===== src/rtl/id_alu_pipe_stage_pkg.sv =====
`default_nettype none
// +----------------------------------------------------------------------------+
// | Package : id_alu_pipe_stage_pkg                                            |
// | Purpose : Shared constants and types for the handshaked pipeline stage     |
// |           (payload width, reset payload, skid-mode control states).        |
// | Rev     : 1.0  initial release                                             |
// +----------------------------------------------------------------------------+
package id_alu_pipe_stage_pkg;

  // Width of the packed ID bundle carried as one payload.
  localparam int PIPE_STAGE_W = 177;

  // Payload shown on out_data while the stage holds nothing (NO_Inst/ZeroWord).
  localparam logic [PIPE_STAGE_W-1:0] PIPE_RST_DATA = '0;

  // Skid-mode control states; the encoding equals the number of held entries.
  typedef enum logic [1:0] {
    ST_EMPTY = 2'd0,
    ST_ONE   = 2'd1,
    ST_FULL  = 2'd2
  } skid_state_e;

endpackage : id_alu_pipe_stage_pkg
`default_nettype wire


===== src/rtl/id_alu_pipe_stage_slot.sv =====
`default_nettype none
// +----------------------------------------------------------------------------+
// | Module  : pipe_slot                                                        |
// | Purpose : One valid+data register with clear/load/unload enables.          |
// | Ports   : clk, rst      - clock, synchronous active-high reset             |
// |           clr_i         - invalidate and restore RST_DATA (wins over load)  |
// |           load_i,data_i - capture data_i and set valid                     |
// |           unload_i      - drop valid, keep data                            |
// |           valid_o,data_o- registered slot contents                         |
// | Rev     : 1.0  initial release                                             |
// +----------------------------------------------------------------------------+
module pipe_slot #(
  parameter int                 DATA_W   = 8,
  parameter logic [DATA_W-1:0]  RST_DATA = '0
) (
  input  logic              clk,
  input  logic              rst,
  input  logic              clr_i,
  input  logic              load_i,
  input  logic              unload_i,
  input  logic [DATA_W-1:0] data_i,
  output logic              valid_o,
  output logic [DATA_W-1:0] data_o
);

  logic              valid_q;
  logic [DATA_W-1:0] data_q;

  always_ff @(posedge clk) begin
    if (rst || clr_i) begin
      valid_q <= 1'b0;
      data_q  <= RST_DATA;
    end else if (load_i) begin
      valid_q <= 1'b1;
      data_q  <= data_i;
    end else if (unload_i) begin
      valid_q <= 1'b0;
    end
  end

  assign valid_o = valid_q;
  assign data_o  = data_q;

endmodule : pipe_slot
`default_nettype wire


===== src/rtl/id_alu_pipe_stage.sv =====
`default_nettype none
// +----------------------------------------------------------------------------+
// | Module  : id_alu_pipe_stage                                                |
// | Purpose : Valid/ready register slice between decoder and ALU with flush,   |
// |           optional 2-entry skid buffer and saturating stall counter.       |
// | Ports   : clk, rst_n (synchronous, active-high)                            |
// |           flush                   - drop all held entries at next edge     |
// |           in_valid/in_ready/in_data    - upstream handshake               |
// |           out_valid/out_ready/out_data - downstream handshake             |
// |           occupancy               - entries held (0..2)                   |
// |           stall_cnt               - saturating count of stalled cycles    |
// | Rev     : 1.0  initial release                                             |
// +----------------------------------------------------------------------------+
module id_alu_pipe_stage
  import id_alu_pipe_stage_pkg::*;
#(
  parameter int                DATA_W   = PIPE_STAGE_W,
  parameter int                SKID     = 0,
  parameter logic [DATA_W-1:0] RST_DATA = '0,
  parameter int                CNT_W    = 32
) (
  input  logic              clk,
  input  logic              rst_n,
  input  logic              flush,
  input  logic              in_valid,
  output logic              in_ready,
  input  logic [DATA_W-1:0] in_data,
  output logic              out_valid,
  input  logic              out_ready,
  output logic [DATA_W-1:0] out_data,
  output logic [1:0]        occupancy,
  output logic [CNT_W-1:0]  stall_cnt
);

  generate
    if (SKID == 0) begin : g_single
      logic main_valid;
      logic main_load;
      logic main_unload;

      // Ready looks through to out_ready so a pop and a push share one edge.
      assign in_ready    = !main_valid || out_ready;
      assign main_load   = in_valid && in_ready && !flush;
      assign main_unload = main_valid && out_ready;

      pipe_slot #(.DATA_W(DATA_W), .RST_DATA(RST_DATA)) u_main (
        .clk      (clk),
        .rst      (rst_n),
        .clr_i    (flush),
        .load_i   (main_load),
        .unload_i (main_unload),
        .data_i   (in_data),
        .valid_o  (main_valid),
        .data_o   (out_data)
      );

      assign out_valid = main_valid;
      assign occupancy = {1'b0, main_valid};
    end else begin : g_skid
      skid_state_e       state_q, state_d;
      logic              ready_q;
      logic              main_valid, skid_valid;
      logic [DATA_W-1:0] skid_data, main_din;
      logic              main_load, main_unload, main_sel_skid;
      logic              skid_load, skid_unload;
      logic              in_xfer, out_xfer;

      assign in_xfer  = in_valid && ready_q;
      assign out_xfer = main_valid && out_ready;

      always_comb begin
        state_d       = state_q;
        main_load     = 1'b0;
        main_unload   = 1'b0;
        main_sel_skid = 1'b0;
        skid_load     = 1'b0;
        skid_unload   = 1'b0;
        if (flush) begin
          state_d = ST_EMPTY;
        end else begin
          case (state_q)
            ST_EMPTY: begin
              if (in_xfer) begin
                main_load = 1'b1;
                state_d   = ST_ONE;
              end
            end
            ST_ONE: begin
              if (in_xfer && out_xfer) begin
                main_load = 1'b1;
              end else if (in_xfer) begin
                skid_load = 1'b1;
                state_d   = ST_FULL;
              end else if (out_xfer) begin
                main_unload = 1'b1;
                state_d     = ST_EMPTY;
              end
            end
            ST_FULL: begin
              // ready_q is low here, so only the skid-to-main move can happen.
              if (out_xfer) begin
                main_load     = 1'b1;
                main_sel_skid = 1'b1;
                skid_unload   = 1'b1;
                state_d       = ST_ONE;
              end
            end
            default: state_d = ST_EMPTY;
          endcase
        end
      end

      always_ff @(posedge clk) begin
        if (rst_n) begin
          state_q <= ST_EMPTY;
          ready_q <= 1'b1;
        end else begin
          state_q <= state_d;
          // Registered ready breaks the out_ready -> in_ready path.
          ready_q <= (state_d != ST_FULL);
        end
      end

      assign main_din = main_sel_skid ? skid_data : in_data;

      pipe_slot #(.DATA_W(DATA_W), .RST_DATA(RST_DATA)) u_main (
        .clk      (clk),
        .rst      (rst_n),
        .clr_i    (flush),
        .load_i   (main_load),
        .unload_i (main_unload),
        .data_i   (main_din),
        .valid_o  (main_valid),
        .data_o   (out_data)
      );

      pipe_slot #(.DATA_W(DATA_W), .RST_DATA(RST_DATA)) u_skid (
        .clk      (clk),
        .rst      (rst_n),
        .clr_i    (flush),
        .load_i   (skid_load),
        .unload_i (skid_unload),
        .data_i   (in_data),
        .valid_o  (skid_valid),
        .data_o   (skid_data)
      );

      assign in_ready  = ready_q;
      assign out_valid = main_valid;
      // The skid slot is only ever valid behind a valid main slot.
      assign occupancy = {skid_valid, main_valid && !skid_valid};
    end
  endgenerate

  // Stall counter: saturates at all-ones, flushed cycles are not counted.
  logic [CNT_W-1:0] stall_q, stall_d;

  always_comb begin
    stall_d = stall_q;
    if (out_valid && !out_ready && !flush && !(&stall_q)) begin
      stall_d = stall_q + 1'b1;
    end
  end

  always_ff @(posedge clk) begin
    if (rst_n) begin
      stall_q <= '0;
    end else begin
      stall_q <= stall_d;
    end
  end

  assign stall_cnt = stall_q;

endmodule : id_alu_pipe_stage
`default_nettype wire


===== config.mk =====
export PLATFORM = sky130hd
export DESIGN_NAME = id_alu_pipe_stage
export DESIGN_NICKNAME = d
export VERILOG_FILES = /design/src/rtl/id_alu_pipe_stage_pkg.sv /design/src/rtl/id_alu_pipe_stage_slot.sv /design/src/rtl/id_alu_pipe_stage.sv
export SDC_FILE = /design/constraint.sdc
export NUM_CORES = 1
export LEC_CHECK = 0
export ABC_AREA = 0
export CAP_MARGIN = 15
export CORE_AREA = 4 4 154 156
export CTS_CLUSTER_DIAMETER = 50
export CTS_CLUSTER_SIZE = 14
export DETAILED_ROUTE_END_ITERATION = 16
export DIE_AREA = 0 0 158 160
export GPL_ROUTABILITY_DRIVEN = 1
export PLACE_DENSITY = 0.79
export SLEW_MARGIN = 20
export SYNTH_ARGS = -nofsm -noshare
export SYNTH_HDL_FRONTEND = slang
export SYNTH_SLANG_ARGS = --single-unit

===== constraint.sdc =====
create_clock -name clk -period 2.7 [get_ports clk]
set_input_delay 0.81 -clock clk [delete_from_list [all_inputs] [get_ports clk]]
set_output_delay 0.81 -clock clk [all_outputs]
set_load 0.05 [all_outputs]

==> results of run 1 <==
cells in the final DEF, fill, tap and decap left out, drive strengths merged, types with 9 or more instances in the layout:
cell and n:
clkdlybuf4s50 380, nand2 365, dfxtp 210, a21oi 185, nor2 32, clkbuf 30, xnor2 25, buf 22
inv 14, nand4 12, nor4 10, nand3 9, a211oi 9
through the flow:
step	hold slack (ns)	area [um2]	setup TNS, ns	setup slack [ns]
after floorplan	0.675	7790	0	0.247
after global placement	0.441	12100	-0.103	-0.103
after detailed placement	0.445	12100	-0.113	-0.108
after CTS	0.454	13000	0	0.00217
after global routing	0.471	13100	0	0.0000191
final	0.451	13100	0	0.0407
per-layer routing:
layer  GRT usage, %  routed length (um)  vias up
met5              0                  13        -
met4           5.31                 654        2
met3           7.15                2590       53
met2           36.6               13600      306
met1           21.4                9790     3682
li1               -                   -     3938
registers in the layout (all words and copies together), names as in the netlist:
register and count:
g_single.u_main.data_o 177, g_single.u_main.valid_o 1, stall_cnt 32
where the power goes:
group,internal [mW],switching (mW)
Clock,2.18,1.51
Combinational,0.467,0.617
Sequential,3.18,0.0431
Total,5.83,2.17
cell families after synthesis:
kind of cell / synth area share, %
buffers and inverters: 4.16
xor gates and xnor gates: 2.81
AOI/OAI and AO/OA: 13.7
and+or+nand+nor: 24.7
muxes: 0.418
adders and majority gates: 0.161
DFF: 54.0
other: 0.0481
worst reg2reg max path: cells and delay by family (launching register included):
kind | cells | cell delay, ns
simple gates | 4 | 1.16
fa+ha+maj | 1 | 0.23
flops | 1 | 0.36
mux | 1 | 0.35
timing repair:
item / in CTS / in global routing
cloned: 0 / 0
endpoints found under the setup margin: 4 / 8
buffers inserted: 0 / 0
gates resized for setup: 4 / 8
hold buffers: 0 / 0
cell type report:
type                       count  area, um2  area share [%]
sequential                   210       4200            32.2
inverter                       7       26.3           0.201
tap                          285        357            2.73
clock inverter                18        229            1.75
multi-input combinational    687       3290            25.2
timing repair buffer         414       4230            32.4
clock buffer                  30        717            5.49
final timing paths:
path	startpoint	to	slack, ns	cells after the start
worst min register to register	g_single.u_main.data_o[164]	g_single.u_main.data_o[164]	0.45	2
worst max register to register	stall_cnt[0]	stall_cnt[31]	0.49	6
worst min-delay path	g_single.u_main.data_o[164]	g_single.u_main.data_o[164]	0.45	2
worst max-delay path	stall_cnt[29]	stall_cnt[29]	0.04	1
==> results by group, run 1 <==
Synth
  – Synth top cells by count: nand2_1, dfxtp_1, a21oi_1
  – Post-synth ARST share: 0%
  – Netlist cell types: 41
  – Top FF cell, synth: dfxtp_1
  – Mapped Cells: 976
  – Synth Register Bits: 210
  – Ranking of synthesized cells by area: dfxtp_1, nand2_1, a21oi_1
  – Yosys warnings: 0
  – Avg Inst Size Synth: 7.98 um2
  – Post-synth top area cell: dfxtp_1
  – Area share of the largest cell type after synthesis: a little over half
  – Post-synth EDFFs: 0
  – Most common cell in the netlist: nand2_1
  – Register area share after synthesis: 54.0%
  – Mapped cell area: 7790 um2
  – Syn_nets: 1159

Setup path
  – WS Path Type: flip-flop to primary output
  – Buffer and inverter count on the worst path: 1
  – Max Fanout on Critical Path: 5
  – Startpoint types: flip-flop
  – CP Cell Sequence: clkdlybuf4s50_1
  – Max incr delay on CP: 0.87 ns
  – Critical path's top delay family: buffers and inverters
  – Worst EP required: 1.89 ns
  – WP data arrival: between 1.5 and 2 ns
  – Crit path capture type: primary output
  – Slowest-stage cell, CP: clkdlybuf4s50_1

Power
  – Power Dens Cells: 613 nW/um2
  – Final Power: roughly 8.0 mW
  – Worst IR Drop VDD: 0.570 mV
  – LEAKAGE: 4.82 nW

Global routing
  – Largest net degree at the start of global routing: 77
  – Initial antenna violation count: 1
  – Vias in the first global route: ~8000
  – Total Routing Usage GR: 19.9%
  – Global-route wire length before repair: 41400 um
  – GR Overflow Total: 0

CTS
  – Clock sink count: between 200 and 250
  – Clk_lat worst skew: 0.54 ns
  – Num CTS Buffers: 27
  – CTS max path bufs: 3
  – Clock transition at path regs: 0.06 ns
  – CTS tree: built
  – H-tree depth: 1
  – CTS Root Cell: clkbuf_16

Finish
  – Fin cells: 1651
  – Share of cells above drive strength 1: 6.37%
  – FILL cells: 1930
  – Nets: 1530
  – Ant diodes: 0
  – Synth-to-Final Area Change: 67.5%
  – Final core occ: between 50% and 60%

Route
  – DR WL/cell: 16.1 um
  – Total routed wirelength: about 27000 um
  – Via Count: 7981
  – Detailed Route Iter0 Violations: about 370
  – ANT nets after route: 0
  – # DRC: 0
  – Via density: 4.83
  – Drt first pass iters: 5

Timing
  – Final Max Tran Viols: 0
  – Hold Violations, Final: 0
  – Final setup viols: 0
  – Fmax: 376 MHz
  – Final Critical Period: 2.66 ns
  – Slew @ Worst Pin: just over 0.7 ns
  – Period utilization: just under 100%
  – Clk_skew: 0.0185 ns
  – Relative slew slack: 52.3%
  – RSZ-0062 raised after global routing: no

Floorplan
  – Die area: 25300 um2
  – Initial core utilization: 34.8%
  – IO Count: 395
  – Die Width: ~160 um
  – Die height: 160 um
  – Row cnt: 55
  – Core ar.: roughly 22000 um2

Placed design
  – Detailed placement HPWL: 19400 um
  – Number of port buffers: between 300 and 400
  – Inst Count DP: 1603
  – Gp weighted congestion: between 0.8 and 0.9

Status
  – Status: completed

Min path
  – Hold Crit Class: flip-flop to flip-flop

Job
  – Maxcap violations: 0
(Power assumes the default switching activity.)
==> run 2, diff against run 1 <==
Clock period 2.7 ns to 2.9 ns, I/O delays scaled along.
==> results by group, run 2 (synthesis gave the netlist of run 1 again) <==
Power
  – Switching Share: between 20% and 30%
  – Pint: 5.54 mW
  – Power Dens Cells: approximately 570 nW/um2
  – Final Power: 7.48 mW
  – Power share of the combinational group: 13.5%
  – LEAKAGE: 4.63 nW
  – Sequential share of power: ~40%
  – Worst IR Drop VDD: 0.514 mV
  – Clock power frac: a little under half
  – P_sw: 1.94 mW

Setup path
  – Max incr delay on CP: 0.89 ns
  – WP data arrival: 1.90 ns
  – Critical path's top delay family: buffers and inverters
  – Critical Path Source: stall_cnt[21]
  – Crit path capture type: primary output
  – Reg2reg end: stall_cnt[19]
  – Slowest-stage cell, CP: clkdlybuf4s50_1
  – Max Fanout on Critical Path: 7
  – Cell count along the critical path: 1
  – CP Cell Sequence: clkdlybuf4s50_1
  – WS Path Type: flip-flop to primary output
  – Crit path to: stall_cnt[21]
  – Buffer and inverter count on the worst path: 1
  – Startpoint types: flip-flop
  – Worst r2r path cells: 6
  – Worst EP required: 2.03 ns
  – Worst R2R Start: stall_cnt[27]
  – Reg2reg setup slack: about 0.66 ns

Route
  – Via density: 4.82
  – DR WL/cell: approximately 16 um
  – Total routed wirelength: between 20000 and 30000 um
  – Drt first pass iters: 5
  – ANT nets after route: 0
  – Via Count: a little under 8000
  – Detailed Route Iter0 Violations: 457
  – # DRC: 0

Finish
  – Most frequent cells in the layout: clkdlybuf4s50_1, nand2_1, dfxtp_1
  – Synth-to-Final Area Change: 67.3%
  – Share of cells above drive strength 1: under 10%
  – Ant diodes: 0
  – Register area: 4200 um2
  – Largest register FFs: between 150 and 200
  – Area occupied by multi-input gates: 3290 um2
  – Fin area: 13000 um2
  – Most common cell after layout, fill and taps aside: clkdlybuf4s50_1
  – Nets: 1527
  – FILL cells: 1919

Timing
  – Hold Violations, Final: 0
  – Final TNS setup: 0 ns
  – Period utilization: around 95%
  – Final setup viols: 0
  – Final setup margin: 0.133 ns
  – RSZ-0062 raised after global routing: no
  – Final Max Tran Viols: 0
  – Clk_skew: 0.0116 ns
  – Fmax: between 300 and 400 MHz
  – Slew @ Worst Pin: 0.712 ns
  – Hold WS: 0.452 ns
  – Final Critical Period: between 2 and 3 ns
  – Relative slew slack: 52.5%

CTS
  – CTS max path bufs: 3
  – CTS tree: built
  – Clock sink count: 210
  – Num CTS Buffers: 26
  – Clock transition at path regs: 0.06 ns
  – CTS resizes: 0
  – Clk_lat worst skew: between 0.5 and 0.6 ns
  – H-tree depth: 1
  – Postcts setup bufs: 0
  – Post-CTS Hold Buffers: 0
  – CTS Root Cell: clkbuf_16

Min path
  – Hold Crit Class: flip-flop to flip-flop

Floorplan
  – IO Count: ~400
  – Die height: 160 um
  – Row cnt: 55
  – Die Width: approximately 160 um
  – Die area: 25300 um2
  – Initial core utilization: 34.8%
  – Core ar.: 22400 um2

Placed design
  – Pre-CTS WS: approximately 0.038 ns
  – Gp weighted congestion: 0.842
  – Post-DP Area: 12100 um2
  – Detailed placement HPWL: between 15000 and 20000 um
  – Number of port buffers: 393

Status
  – Status: completed

Global routing
  – Global-route wire length before repair: 40500 um
  – Vias in the first global route: 7902
  – Largest net degree at the start of global routing: 98
  – Total Routing Usage GR: 19.5%
  – Initial antenna violation count: 1
  – GR Overflow Total: 0

Job
  – Maxcap violations: 0
## run 2: changes by cell type in the layout (fill, tap and decap cells not counted), moves of 2 or more
cell and change:
buf_4 -3, bufinv_16 +2, inv_8 -2, clkinvlp_4 +2, dlymetal6s2s_1 -8, clkdlybuf4s50_1 +12
clkinv_4 -5, dlygate4sd2_1 -4
## run 2: area by class of cell
class                      count  area share (%)
multi-input combinational    687            25.2
timing repair buffer         412            32.3
tap                          285            2.74
inverter                       7           0.202
clock buffer                  30            5.42
clock inverter                15            1.82
sequential                   210            32.3
## run 2: metrics by stage
step                utilization [%]  std cells
finish                         58.3       1646
floorplan                         -        976
global route                   58.3       1646
CTS                            58.3       1646
detailed placement             54.0       1601
global placement               54.0       1601
## run 2: power by group through the flow
stage               logic [mW]  registers (mW)  clock network (mW)
floorplan                0.234            3.34                   0
global placement          1.00            3.06                   0
detailed placement        1.01            3.07                   0
CTS                       1.02            3.00                3.57
global route              1.07            3.01                3.68
finish                    1.01            3.00                3.47
## run 2: worst min-delay path by stage
stage | start | to | slack, ns | depth (start not counted)
6_report | g_single.u_main.data_o[63] | g_single.u_main.data_o[63] | 0.45 | 2
2_1_floorplan | g_single.u_main.data_o[0] | g_single.u_main.data_o[0] | 0.68 | 2
3_3_place_gp | g_single.u_main.data_o[115] | g_single.u_main.data_o[115] | 0.44 | 2
5_1_grt | g_single.u_main.data_o[2] | g_single.u_main.data_o[2] | 0.47 | 2
3_5_place_dp | g_single.u_main.data_o[167] | g_single.u_main.data_o[167] | 0.45 | 2
4_1_cts | g_single.u_main.data_o[161] | g_single.u_main.data_o[161] | 0.45 | 2
## run 2: metal layers
metal / routed length, um / share of wire [%] / up-vias / GRT usage (%)
li1: - / - / 3923 / -
met1: 9360 / 36 / 3622 / 20.5
met2: 13500 / 51 / 328 / 35.8
met3: 2570 / 9.8 / 61 / 7.15
met4: 824 / 3.1 / 2 / 6.20
met5: 12 / 0.046 / - / 0
